===== src/rtl/dll_code_ctrl.sv =====
// rtl/dll_code_ctrl.sv - DLL delay-code controller: coarse search, fine tracking, lock and drift detection
// Phase decisions are taken once per rising edge of the divided-reference strobe DIV_M.
module dll_code_ctrl #(
    parameter int CODE_W      = 6,
    parameter int INIT_CODE   = 32,
    parameter int COARSE_STEP = 4,
    parameter int LOCK_CNT    = 4
) (
    input  logic              clk_ext,
    input  logic              rst,
    input  logic              DIV_M,
    input  logic [1:0]        Sel,
    output logic [CODE_W-1:0] Code,
    output logic              Lock,
    output logic [1:0]        State,
    output logic              Sat
);

    typedef enum logic [1:0] {
        ST_COARSE = 2'b00,
        ST_FINE   = 2'b01,
        ST_LOCKED = 2'b10
    } state_t;

    typedef enum logic [1:0] {
        DIR_NONE = 2'b00,
        DIR_UP   = 2'b01,
        DIR_DN   = 2'b10
    } dir_t;

    localparam int              HW       = $clog2(LOCK_CNT + 1);
    localparam logic [CODE_W:0] CODE_MAX = {1'b0, {CODE_W{1'b1}}};
    localparam logic [CODE_W:0] STEP_C   = (CODE_W + 1)'(COARSE_STEP);
    localparam logic [CODE_W:0] STEP_F   = (CODE_W + 1)'(1);

    state_t            state_q, state_d;
    dir_t              last_q, last_d;
    logic [CODE_W-1:0] code_q, code_d;
    logic [HW-1:0]     hold_q, hold_d;
    logic              drift_q, drift_d;
    logic              lock_q, sat_q, sat_d;
    logic              div_m_q;

    logic              upd, is_up, is_dn, is_hold, same_dir, big;
    logic [CODE_W:0]   amt, up_sum, dn_diff;
    logic [CODE_W-1:0] up_code, dn_code;
    logic              sat_hit;

    assign upd      = DIV_M & ~div_m_q;
    assign is_up    = (Sel == 2'b01);
    assign is_dn    = (Sel == 2'b10);
    assign is_hold  = (Sel == 2'b00);
    assign same_dir = (is_up && last_q == DIR_UP) || (is_dn && last_q == DIR_DN);
    assign big      = (state_q == ST_COARSE) && ((last_q == DIR_NONE) || same_dir);

    // One extra bit catches overflow above the max code and borrow below zero.
    assign amt     = big ? STEP_C : STEP_F;
    assign up_sum  = {1'b0, code_q} + amt;
    assign dn_diff = {1'b0, code_q} - amt;
    assign up_code = (up_sum > CODE_MAX) ? CODE_MAX[CODE_W-1:0] : up_sum[CODE_W-1:0];
    assign dn_code = dn_diff[CODE_W] ? '0 : dn_diff[CODE_W-1:0];
    assign sat_hit = (is_up && code_q == CODE_MAX[CODE_W-1:0]) || (is_dn && code_q == '0);

    always_comb begin
        state_d = state_q;
        code_d  = code_q;
        last_d  = last_q;
        hold_d  = hold_q;
        drift_d = drift_q;
        sat_d   = 1'b0;
        if (upd) begin
            if (is_up || is_dn) begin
                code_d = is_up ? up_code : dn_code;
                sat_d  = sat_hit;
                last_d = is_up ? DIR_UP : DIR_DN;
            end
            case (state_q)
                ST_COARSE: begin
                    if ((is_up || is_dn) && !big) begin
                        state_d = ST_FINE;
                        hold_d  = '0;
                    end
                end
                ST_FINE: begin
                    if (is_hold) begin
                        if (hold_q == HW'(LOCK_CNT - 1)) begin
                            state_d = ST_LOCKED;
                            hold_d  = '0;
                            drift_d = 1'b0;
                        end else begin
                            hold_d = hold_q + HW'(1);
                        end
                    end else begin
                        hold_d = '0;
                    end
                end
                ST_LOCKED: begin
                    // Two same-direction corrections in a row mean the lock has been lost.
                    if (is_up || is_dn) begin
                        if (drift_q && same_dir) begin
                            state_d = ST_FINE;
                            drift_d = 1'b0;
                            hold_d  = '0;
                        end else begin
                            drift_d = 1'b1;
                        end
                    end else begin
                        drift_d = 1'b0;
                    end
                end
                default: state_d = ST_COARSE;
            endcase
        end
    end

    always_ff @(posedge clk_ext or posedge rst) begin
        if (rst) begin
            state_q <= ST_COARSE;
            code_q  <= CODE_W'(INIT_CODE);
            last_q  <= DIR_NONE;
            hold_q  <= '0;
            drift_q <= 1'b0;
            lock_q  <= 1'b0;
            sat_q   <= 1'b0;
            div_m_q <= 1'b1;
        end else begin
            state_q <= state_d;
            code_q  <= code_d;
            last_q  <= last_d;
            hold_q  <= hold_d;
            drift_q <= drift_d;
            lock_q  <= (state_d == ST_LOCKED);
            sat_q   <= sat_d;
            div_m_q <= DIV_M;
        end
    end

    assign Code  = code_q;
    assign Lock  = lock_q;
    assign State = state_q;
    assign Sat   = sat_q;

endmodule


===== config.mk =====
export PLATFORM = sky130hd
export DESIGN_NAME = dll_code_ctrl
export DESIGN_NICKNAME = d
export VERILOG_FILES = /design/src/rtl/dll_code_ctrl.sv
export SDC_FILE = /design/constraint.sdc
export NUM_CORES = 1
export LEC_CHECK = 0
export ABC_CLOCK_PERIOD_IN_PS = 2240
export CORE_MARGIN = 3
export CORE_UTILIZATION = 30
export DETAILED_ROUTE_END_ITERATION = 8
export HOLD_SLACK_MARGIN = 0.05
export SLEW_MARGIN = 20
export SYNTH_ARGS = -nofsm -noshare
export SYNTH_HDL_FRONTEND = slang
export SYNTH_SLANG_ARGS = --single-unit

===== constraint.sdc =====
create_clock -name clk_ext -period 2.24 [get_ports clk_ext]
set_input_delay 0.448 -clock clk_ext [delete_from_list [all_inputs] [get_ports clk_ext]]
set_output_delay 0.448 -clock clk_ext [all_outputs]
set_load 0.01 [all_outputs]

# Word level (Yosys, flattened, before mapping)
# Cells that the tools add are included.
dict set report totals {
  register_bits 17
  latch_bits 0
  mem_bits_rw 0
  rom_bits 0
  input_bits 5
  output_inout_bits 10
  elab_cells 74
  mem_count 0
}
dict set report classes {
  add_sub_neg 3
  mul 0
  div 0
  order_cmp 1
  eq_ne 14
  shift 0
  n_mux 25
  bitwise 2
  n_reduce_logical 21
}
# op count
set op_table {}
lappend op_table {{$mux W3} 6}
lappend op_table {{$mux W6} 3}
lappend op_table {{$mux W2} 7}
lappend op_table {{$pmux W3 S3} 1}
lappend op_table {{$eq A2 B2 Y1 const B} 4}
lappend op_table {{$ne A2 B2 Y1 const B} 4}
lappend op_table {{$add A6 B3 Y7} 1}
lappend op_table {{$gt A7 B6 Y1 const B} 1}
lappend op_table {{$logic_and A1 B1 Y1} 7}
lappend op_table {{$sub A6 B3 Y7} 1}
lappend op_table {{$eq A2 B1 Y1 const B} 3}
lappend op_table {{$eq A6 B6 Y1 const B} 1}
lappend op_table {{$logic_not A2 Y1} 3}
lappend op_table {{$logic_not A6 Y1} 1}
lappend op_table {{$mux W1} 6}
lappend op_table {{$pmux W2 S3} 1}
lappend op_table {{$reduce_and A5 Y1} 1}
lappend op_table {{$logic_or A1 B1 Y1} 4}
lappend op_table {{$reduce_and A4 Y1} 1}
lappend op_table {{$add A3 B1 Y3 const B} 1}
lappend op_table {{$eq A3 B2 Y1 const B} 1}
lappend op_table {{$reduce_bool A3 Y1} 1}
lappend op_table {{$ne A2 B1 Y1 const B} 1}
lappend op_table {{$pmux W1 S2} 1}
lappend op_table {{5 further kinds} 5}

# Logic depth before layout (Yosys ltp)
# Gate-level depths: netlist of the first run.
dict set report depth {
  ltp_word 11
  depth_mapped 11
  depth_no_buf 11
}

# Worst setup path before layout of the first run
# No wires, ideal clock.
dict set report synth_path {
  path_type {input to register}
  startpoint {input port Sel[0]}
  endpoint {register code_q[4], in the netlist Code[4]}
  setup_time_ns 0.137
  arrival_ns 2.442
  required_ns 2.103
  setup_slack_ns -0.339
  cell_stages 10
  n_path_buf 0
  cell_sequence {inv_1 ha_1 nor2b_1 a21oi_1 or3_1 ha_1 and2b_1 or4_1 a21oi_1 o22ai_1}
}
dict set report synth_via {
  elab_chain_len 10
  word_cells_on_any_way 16
  classes_between {2 x add/sub; 1 x order compare; 2 x eq/ne; 4 x mux; 7 x reduce/logical}
}
# item line
set synth_rtl {}
lappend synth_rtl {{start: declaration} 12} ;# input logic [1:0] Sel,
lappend synth_rtl {{$eq A2 B1 Y1 / $eq A2 B2 Y1 (equally long branches)} {50, 51}}
lappend synth_rtl {{$logic_and A1 B1 Y1} 53} ;# assign same_dir = (is_up && last_q == DIR_UP) || (is_dn && last_q == DIR_DN);
lappend synth_rtl {{$logic_or A1 B1 Y1} 53}
lappend synth_rtl {{$logic_or A1 B1 Y1} 54} ;# assign big = (state_q == ST_COARSE) && ((last_q == DIR_NONE) || same_dir);
lappend synth_rtl {{$logic_and A1 B1 Y1} 54}
lappend synth_rtl {{$mux W3} 57} ;# assign amt = big ? STEP_C : STEP_F;
lappend synth_rtl {{$add A6 B3 Y7} 58} ;# assign up_sum = {1'b0, code_q} + amt;
lappend synth_rtl {{$gt A7 B6 Y1} 60} ;# assign up_code = (up_sum > CODE_MAX) ? CODE_MAX[CODE_W-1:0] : up_sum[CODE_W-1:0];
lappend synth_rtl {{$mux W6} 60}
lappend synth_rtl {{$mux W6} 73} ;# code_d = is_up ? up_code : dn_code;
lappend synth_rtl {{end signal: assignment} 119} ;# code_q <= CODE_W'(INIT_CODE);
lappend synth_rtl {{end signal: assignment} 128} ;# code_q <= code_d;
lappend synth_rtl {{end: declaration} 38} ;# logic [CODE_W-1:0] code_q, code_d;
# Several ways; a longest one is shown, not always the timed one.
# A chain may end at the register's enable or synchronous reset.

# Worst setup path in the final report of the first run
dict set report layout_path {
  startpoint {input port Sel[0]}
  endpoint {register code_q[3], in the netlist Code[3]}
}
# Same word-level chain as after synthesis.

==> results of run 1 <==
==> state kept, by name (all words and copies together), names as in the netlist <==
| name | count |
|---|---|
| Lock | 1 |
| last_q | 2 |
| drift_q | 1 |
| hold_q | 3 |
| Code | 6 |
| Sat | 1 |
| State | 2 |
| div_m_q | 1 |
==> power breakdown <==
| group | internal [W] | switching [W] | total (W) |
|---|---|---|---|
| sequential | 0.000385 | 0.000125 | 0.000510 |
| combinational | 0.000551 | 0.000438 | 0.000988 |
| clock | 0.000126 | 0.000106 | 0.000232 |
==> metal layers <==
| metal | GRT usage (%) | up-vias | wire [µm] |
|---|---|---|---|
| met4 | 5.319 | 0 | 66 |
| met1 | 17.36 | 598 | 1436 |
| li1 | - | 595 | - |
| met3 | 2.174 | 8 | 128 |
| met5 | 0 | - | 0 |
| met2 | 25.08 | 35 | 1601 |
==> layout make-up <==
type | instances | area, µm²
Clock buffer | 4 | 45.04
Fill cell | 356 | 1954
Inverter | 13 | 66.31
Multi-Input combinational cell | 101 | 864.6
Sequential cell | 17 | 427.9
Tap cell | 48 | 60.06
Timing Repair Buffer | 46 | 380.4
==> cells by family (layout without fill, tap and decap cells) <==
logic type               Yosys count  in the layout  share of synthesized area, %
multiplexers                       1              1                        0.8189
XOR/XNOR                           1              1                        0.7166
adder cells (fa/ha/maj)           10             10                         10.24
flip-flops                        17             17                         35.01
buffers and inverters             16             63                         5.118
AND/OR/NAND/NOR                   45             45                         22.42
AO/OA/AOI/OAI                     44             44                         25.69
==> synthesized netlist by cell type (2+ instances only) <==
cell        n
nand2b_1    4
nand4b_1    2
nor2_1      5
inv_1      13
nor4_1      2
o21ai_0     8
o22ai_1     2
nand2_1     5
or4_1       2
a2111oi_0   2
dfrtp_1    15
a22o_1      2
dfstp_2     2
nand3_1     3
nor2b_1     6
or3_1       3
o21a_1      4
o31ai_1     2
a21oi_1     8
buf_2       2
ha_1       10
a31oi_1     2
o211ai_1    2
nand4_1     2
nor3_1      3
==> worst register-to-register path, stage by stage, from the launching register on <==
cell	delay [ns]
dfrtp_1	0.46
nor2b_4	0.14
a21oi_2	0.04
or3_4	0.40
ha_4	0.18
ha_4	0.15
and2b_2	0.27
o31ai_4	0.09
or4_1	0.42
o211ai_1	0.10
==> worst paths after layout <==
check                      startpoint        end  slack [ns]  depth (start not counted)
max                            Sel[0]    Code[3]       -0.20                         13
min                         hold_q[2]  hold_q[2]        0.50                          1
max reg2reg                 last_q[0]    Code[3]       -0.10                          9
min reg2reg                 hold_q[2]  hold_q[2]        0.50                          1
max in group asynchronous         rst    drift_q        1.20                          2
min in group asynchronous         rst   State[0]        0.60                          2
==> metrics by stage <==
step	setup TNS [ns]	util, %
global placement	-6.585	45.26
CTS	-1.074	47.13
detailed placement	-6.776	45.26
floorplan	-0.6336	-
global route	-1.346	48.55
finish	-0.8893	48.55
==> repair_timing <==
item                                    CTS  global route
resized for setup                        13            11
buffers inserted                          3             2
endpoints found under the setup margin    9             6
pin swaps                                 7             3
==> cells in the final DEF (no fill, tap or decap), types with 2 or more instances in the layout <==
cell type,instances
nand2_1,5
o21ai_0,5
a31oi_1,2
nor4_1,2
buf_6,2
ha_4,5
a21oi_2,4
buf_4,31
ha_2,2
clkdlybuf4s50_1,12
a22o_1,2
nand2b_1,3
dfstp_2,2
inv_1,11
o21ai_2,2
nand4_1,2
o211ai_1,2
clkbuf_8,3
o21ai_1,2
or3_4,2
ha_1,3
nor2b_1,4
o31ai_1,2
dfrtp_1,15
or4_1,2
nor2_1,5
or3_1,2
a21oi_1,4
nor3_1,3
o21a_1,4
nand3_1,3
nand4b_1,2
==> impl_metrics.json, run 1 <==
{
  "outcome": "finished with violations",
  "violations": "negative setup slack",
  "placementRows": 22,
  "setup_violations": 6,
  "p_leak_nw": 0.7766,
  "crit_chain": "buf_6, buf_6, inv_12, ha_4, nor2b_4, a21oi_2, or3_4, ha_4, ha_4, and2b_2, o31ai_4, or4_1, o211ai_1",
  "crit_slowest_cell": "or4_1",
  "synth_async_sr_flop_share_pct": 100.0,
  "final_period_minus_worst_setup_slack_ns": 2.441,
  "core_area_um2": 3799,
  "firstDrtPassIters": 4,
  "yosys_warnings": 0,
  "max_clock_freq_ghz": 0.4096,
  "initial_core_util_pct": 32.18,
  "dr_total_vias": 1236,
  "grt_setup_unrepaired": "yes",
  "synth_area_um2": 1222,
  "part_of_the_cycle_the_worst_path_needs_pct": 109.0,
  "power_w": 0.001731,
  "layout_setup_ws_ns": -0.2014,
  "floorplan.die_area_um2": 4877,
  "worstSetupStartpointType": "primary input",
  "syn_to_final_growth_pct": 50.87,
  "critical-path-top-delay-family": "simple AND/OR/NAND/NOR gates",
  "pin_count": 15,
  "drt_first_iter_violations": 86,
  "slew_worst_pin_ns": 0.6823,
  "primary_ff_master_synth": "dfrtp_1",
  "first_global_vias": 1301,
  "average_footprint_of_a_synthesized_cell_um2": 9.123,
  "placedCellCount": 220,
  "htree_num_levels": 1,
  "cts_buffers": 3,
  "clkSlewWorstSetupHoldPaths_ns": 0.06,
  "yosysSeqAreaShare_pct": 35.01,
  "global_route.usage.total_pct": 14.26,
  "hold_buffers": 0,
  "setup.worst_path.class": "primary input to register",
  "cp.required_ns": 2.41,
  "synth.lib_cells_used.distinct": 48,
  "synth_top_area_share_pct": 30.71,
  "root_buffer": "clkbuf_8",
  "endpoint_kind": "register",
  "final.setup_skew_ns": 0.008187,
  "grt_overflow_total": 0,
  "synth_edf_count": 0,
  "path_buf_inv": 3,
  "cell_type_with_the_highest_occurrence_count_on_the_critical_path": "ha_4",
  "headroom_to_the_max_slew_limit_pct": 54.46,
  "drive_above_1_share_pct": 37.02,
  "fp.dieW_um": 69.84,
  "slew_violations": 0,
  "tritoncts_clock_tree": "built",
  "layout.nets": 197,
  "cpPeakStageDelay_ns": 0.42,
  "ir_worst_vdd_v": 0.0002944,
  "max_cap_violations": 0,
  "grt_first_pass_wirelength_um": 5740,
  "flop_and_latch_count_out_of_synthesis": 17,
  "power_density_nw_per_um2": 938.4,
  "place_worst_setup_slack_ns": -0.9853,
  "stdcell_area_um2": 1844,
  "synth_top_cells_by_area": "dfrtp_1 (31%), ha_1 (10%), dfstp_2 (4.3%), inv_1 (4.0%), a21oi_1 (3.3%)",
  "wl_per_cell_um": 14.12,
  "synth_largest_area_cell": "dfrtp_1",
  "type_of_the_most_critical_hold_path": "register to register",
  "placed_cell_area_um2": 1719,
  "routability_cong": 0.8977,
  "drtAntennaViolNets": 0,
  "route.detailed.drc": 0,
  "final_cells": 229,
  "max-clock-path-buffers": 2,
  "maximum_number_of_pins_on_one_net_before_global_route_repair": 18,
  "critical_path_data_arrival_time_ns": 2.61,
  "clkLatencyLatePin_ns": 0.25,
  "detailed_place_hpwl_um": 2488,
  "mappedNetlistNets": 149,
  "route.final.wire_length_um": 3233,
  "routed_via_density": 5.397,
  "num_antenna_cells": 0,
  "synthesis.instances": 134,
  "critPathMaxFanout": 5,
  "port_buffers": 14,
  "finalHoldWorstSlack_ns": 0.4982,
  "die_y_um": 69.84,
  "count_of_final_hold_check_violations": 0,
  "numClockSinks": 17,
  "initial_antenna_violation_count": 0
}
(Power assumes the default switching activity.)
==> run 2: changes to the inputs <==
- CORE_UTILIZATION: 30 -> 35
- CTS_BUF_LIST: not set -> sky130_fd_sc_hd__clkbuf_4 sky130_fd_sc_hd__clkbuf_8
==> impl_metrics.json, run 2 (synthesized netlist as in run 1, its figures left out) <==
{
  "clkLatencyLatePin_ns": 0.29,
  "placed_cell_area_um2": 1699,
  "drtAntennaViolNets": 0,
  "cts_buffers": 3,
  "clkSlewWorstSetupHoldPaths_ns": 0.11,
  "drive_above_1_share_pct": 35.20,
  "grt_first_pass_wirelength_um": 5402,
  "wl_per_cell_um": 14.51,
  "violations": "negative setup slack",
  "route.detailed.drc": 0,
  "numClockSinks": 17,
  "routed_via_density": 5.377,
  "max-clock-path-buffers": 2,
  "layout_commonest_cell": "buf_4",
  "postLayoutCoreUtil_pct": 56.33,
  "initial_core_util_pct": 38.16,
  "type_of_the_most_critical_hold_path": "register to register",
  "r2r_start": "last_q[0]",
  "worstSetupStartpointType": "primary input",
  "global_route.usage.total_pct": 16.06,
  "number_of_flip_flops_in_the_largest_register": 6,
  "setup_violations": 6,
  "final_period_minus_worst_setup_slack_ns": 2.349,
  "final.setup_skew_ns": 0.004791,
  "count_of_final_hold_check_violations": 0,
  "dr_total_vias": 1199,
  "initial_antenna_violation_count": 0,
  "p_leak_nw": 0.7665,
  "most_used_cells_in_the_layout_excluding_fill_and_tap_cells": "buf_4 (29), dfrtp_1 (15), clkdlybuf4s50_1 (12), inv_1 (11), o21ai_0 (7)",
  "critPathMaxFanout": 5,
  "num_antenna_cells": 0,
  "slew_violations": 0,
  "max_clock_freq_ghz": 0.4258,
  "placementRows": 20,
  "maximum_number_of_pins_on_one_net_before_global_route_repair": 18,
  "crit_start": "Sel[0]",
  "setup.worst_path.class": "primary input to register",
  "syn_to_final_growth_pct": 47.59,
  "grt_overflow_total": 0,
  "drt_first_iter_violations": 46,
  "power_w": 0.001627,
  "slew_worst_pin_ns": 0.6536,
  "part_of_the_cycle_the_worst_path_needs_pct": 104.9,
  "firstDrtPassIters": 4,
  "first_global_vias": 1146,
  "die_y_um": 65.10,
  "endpoint_kind": "register",
  "headroom_to_the_max_slew_limit_pct": 56.38,
  "route.final.wire_length_um": 3235,
  "layout.nets": 195,
  "fp.dieW_um": 65.10,
  "port_buffers": 14,
  "cp.required_ns": 2.45,
  "stdcell_area_um2": 1804,
  "tritoncts_clock_tree": "built",
  "max_cap_violations": 0,
  "ir_worst_vdd_v": 0.0004905,
  "outcome": "finished with violations",
  "flop2flop_setup_slack_ns": -0.06,
  "root_buffer": "clkbuf_4",
  "htree_num_levels": 1,
  "layout_setup_ws_ns": -0.1087,
  "floorplan.die_area_um2": 4238,
  "pin_count": 15,
  "origin_of_the_worst_min_delay_path": "hold_q[2]",
  "routability_cong": 0.9281,
  "power_density_nw_per_um2": 901.8,
  "critical_path_data_arrival_time_ns": 2.56,
  "grt_setup_unrepaired": "yes",
  "detailed_place_hpwl_um": 2420,
  "core_area_um2": 3203
}
## run 2: cell type report
cell class,count,area [µm²]
fill,306,1399
multi-input combinational,101,859.6
sequential,17,427.9
timing repair buffer,44,365.4
inverter,13,66.31
tap,44,55.05
clock buffer,4,30.03
## run 2: critical path, cell delays in order
cell and delay, ns:
buf_6 0.10, buf_6 0.12, inv_12 0.04, ha_4 0.11
nor2b_4 0.14, a21oi_2 0.04, or3_4 0.37, ha_4 0.18
ha_4 0.14, and2b_2 0.26, o31ai_4 0.10, or4_1 0.40
o211ai_1 0.10
## run 2: per-layer routing
metal / wire, µm / track usage [%] / up-vias
met1: 1570 / 23.15 / 563
met5: 0 / 0 / -
li1: - / - / 591
met3: 136 / 2.051 / 6
met4: 38 / 3.886 / 0
met2: 1489 / 25.54 / 39
## run 2: where the power goes
group	leakage (nW)	internal, W	total (W)	switching (W)
registers	0.203	0.000385	0.000513	0.000128
clock network	0.0184	0.0000812	0.000184	0.000103
logic	0.546	0.000497	0.000930	0.000433
## run 2: final timing paths
| kind | cells after the start | end |
|---|---|---|
| max in group asynchronous | 2 | last_q[1] |
| setup / recovery | 13 | Code[3] |
| min in group asynchronous | 2 | hold_q[1] |
| hold / removal | 1 | hold_q[2] |
| setup reg to reg | 9 | Code[3] |
| hold reg to reg | 1 | hold_q[2] |
## run 2: repair_timing
item                       CTS  global route
setup endpoints to repair    9             6
pin swaps                    8             4
hold buffers                 0             0
gates resized for setup     12             7
buffers inserted             3             2
## run 2: per-stage QoR
stage | hold WS [ns] | setup slack, ns | setup TNS, ns | std cells
after floorplan | 0.3726 | -0.2193 | -0.6336 | 134
after global placement | 0.4777 | -0.8802 | -6.442 | 214
after detailed placement | 0.4767 | -0.9376 | -6.781 | 214
after CTS | 0.5014 | -0.09356 | -0.3694 | 221
after global routing | 0.5162 | -0.1836 | -0.9352 | 223
final | 0.5076 | -0.1087 | -0.4319 | 223
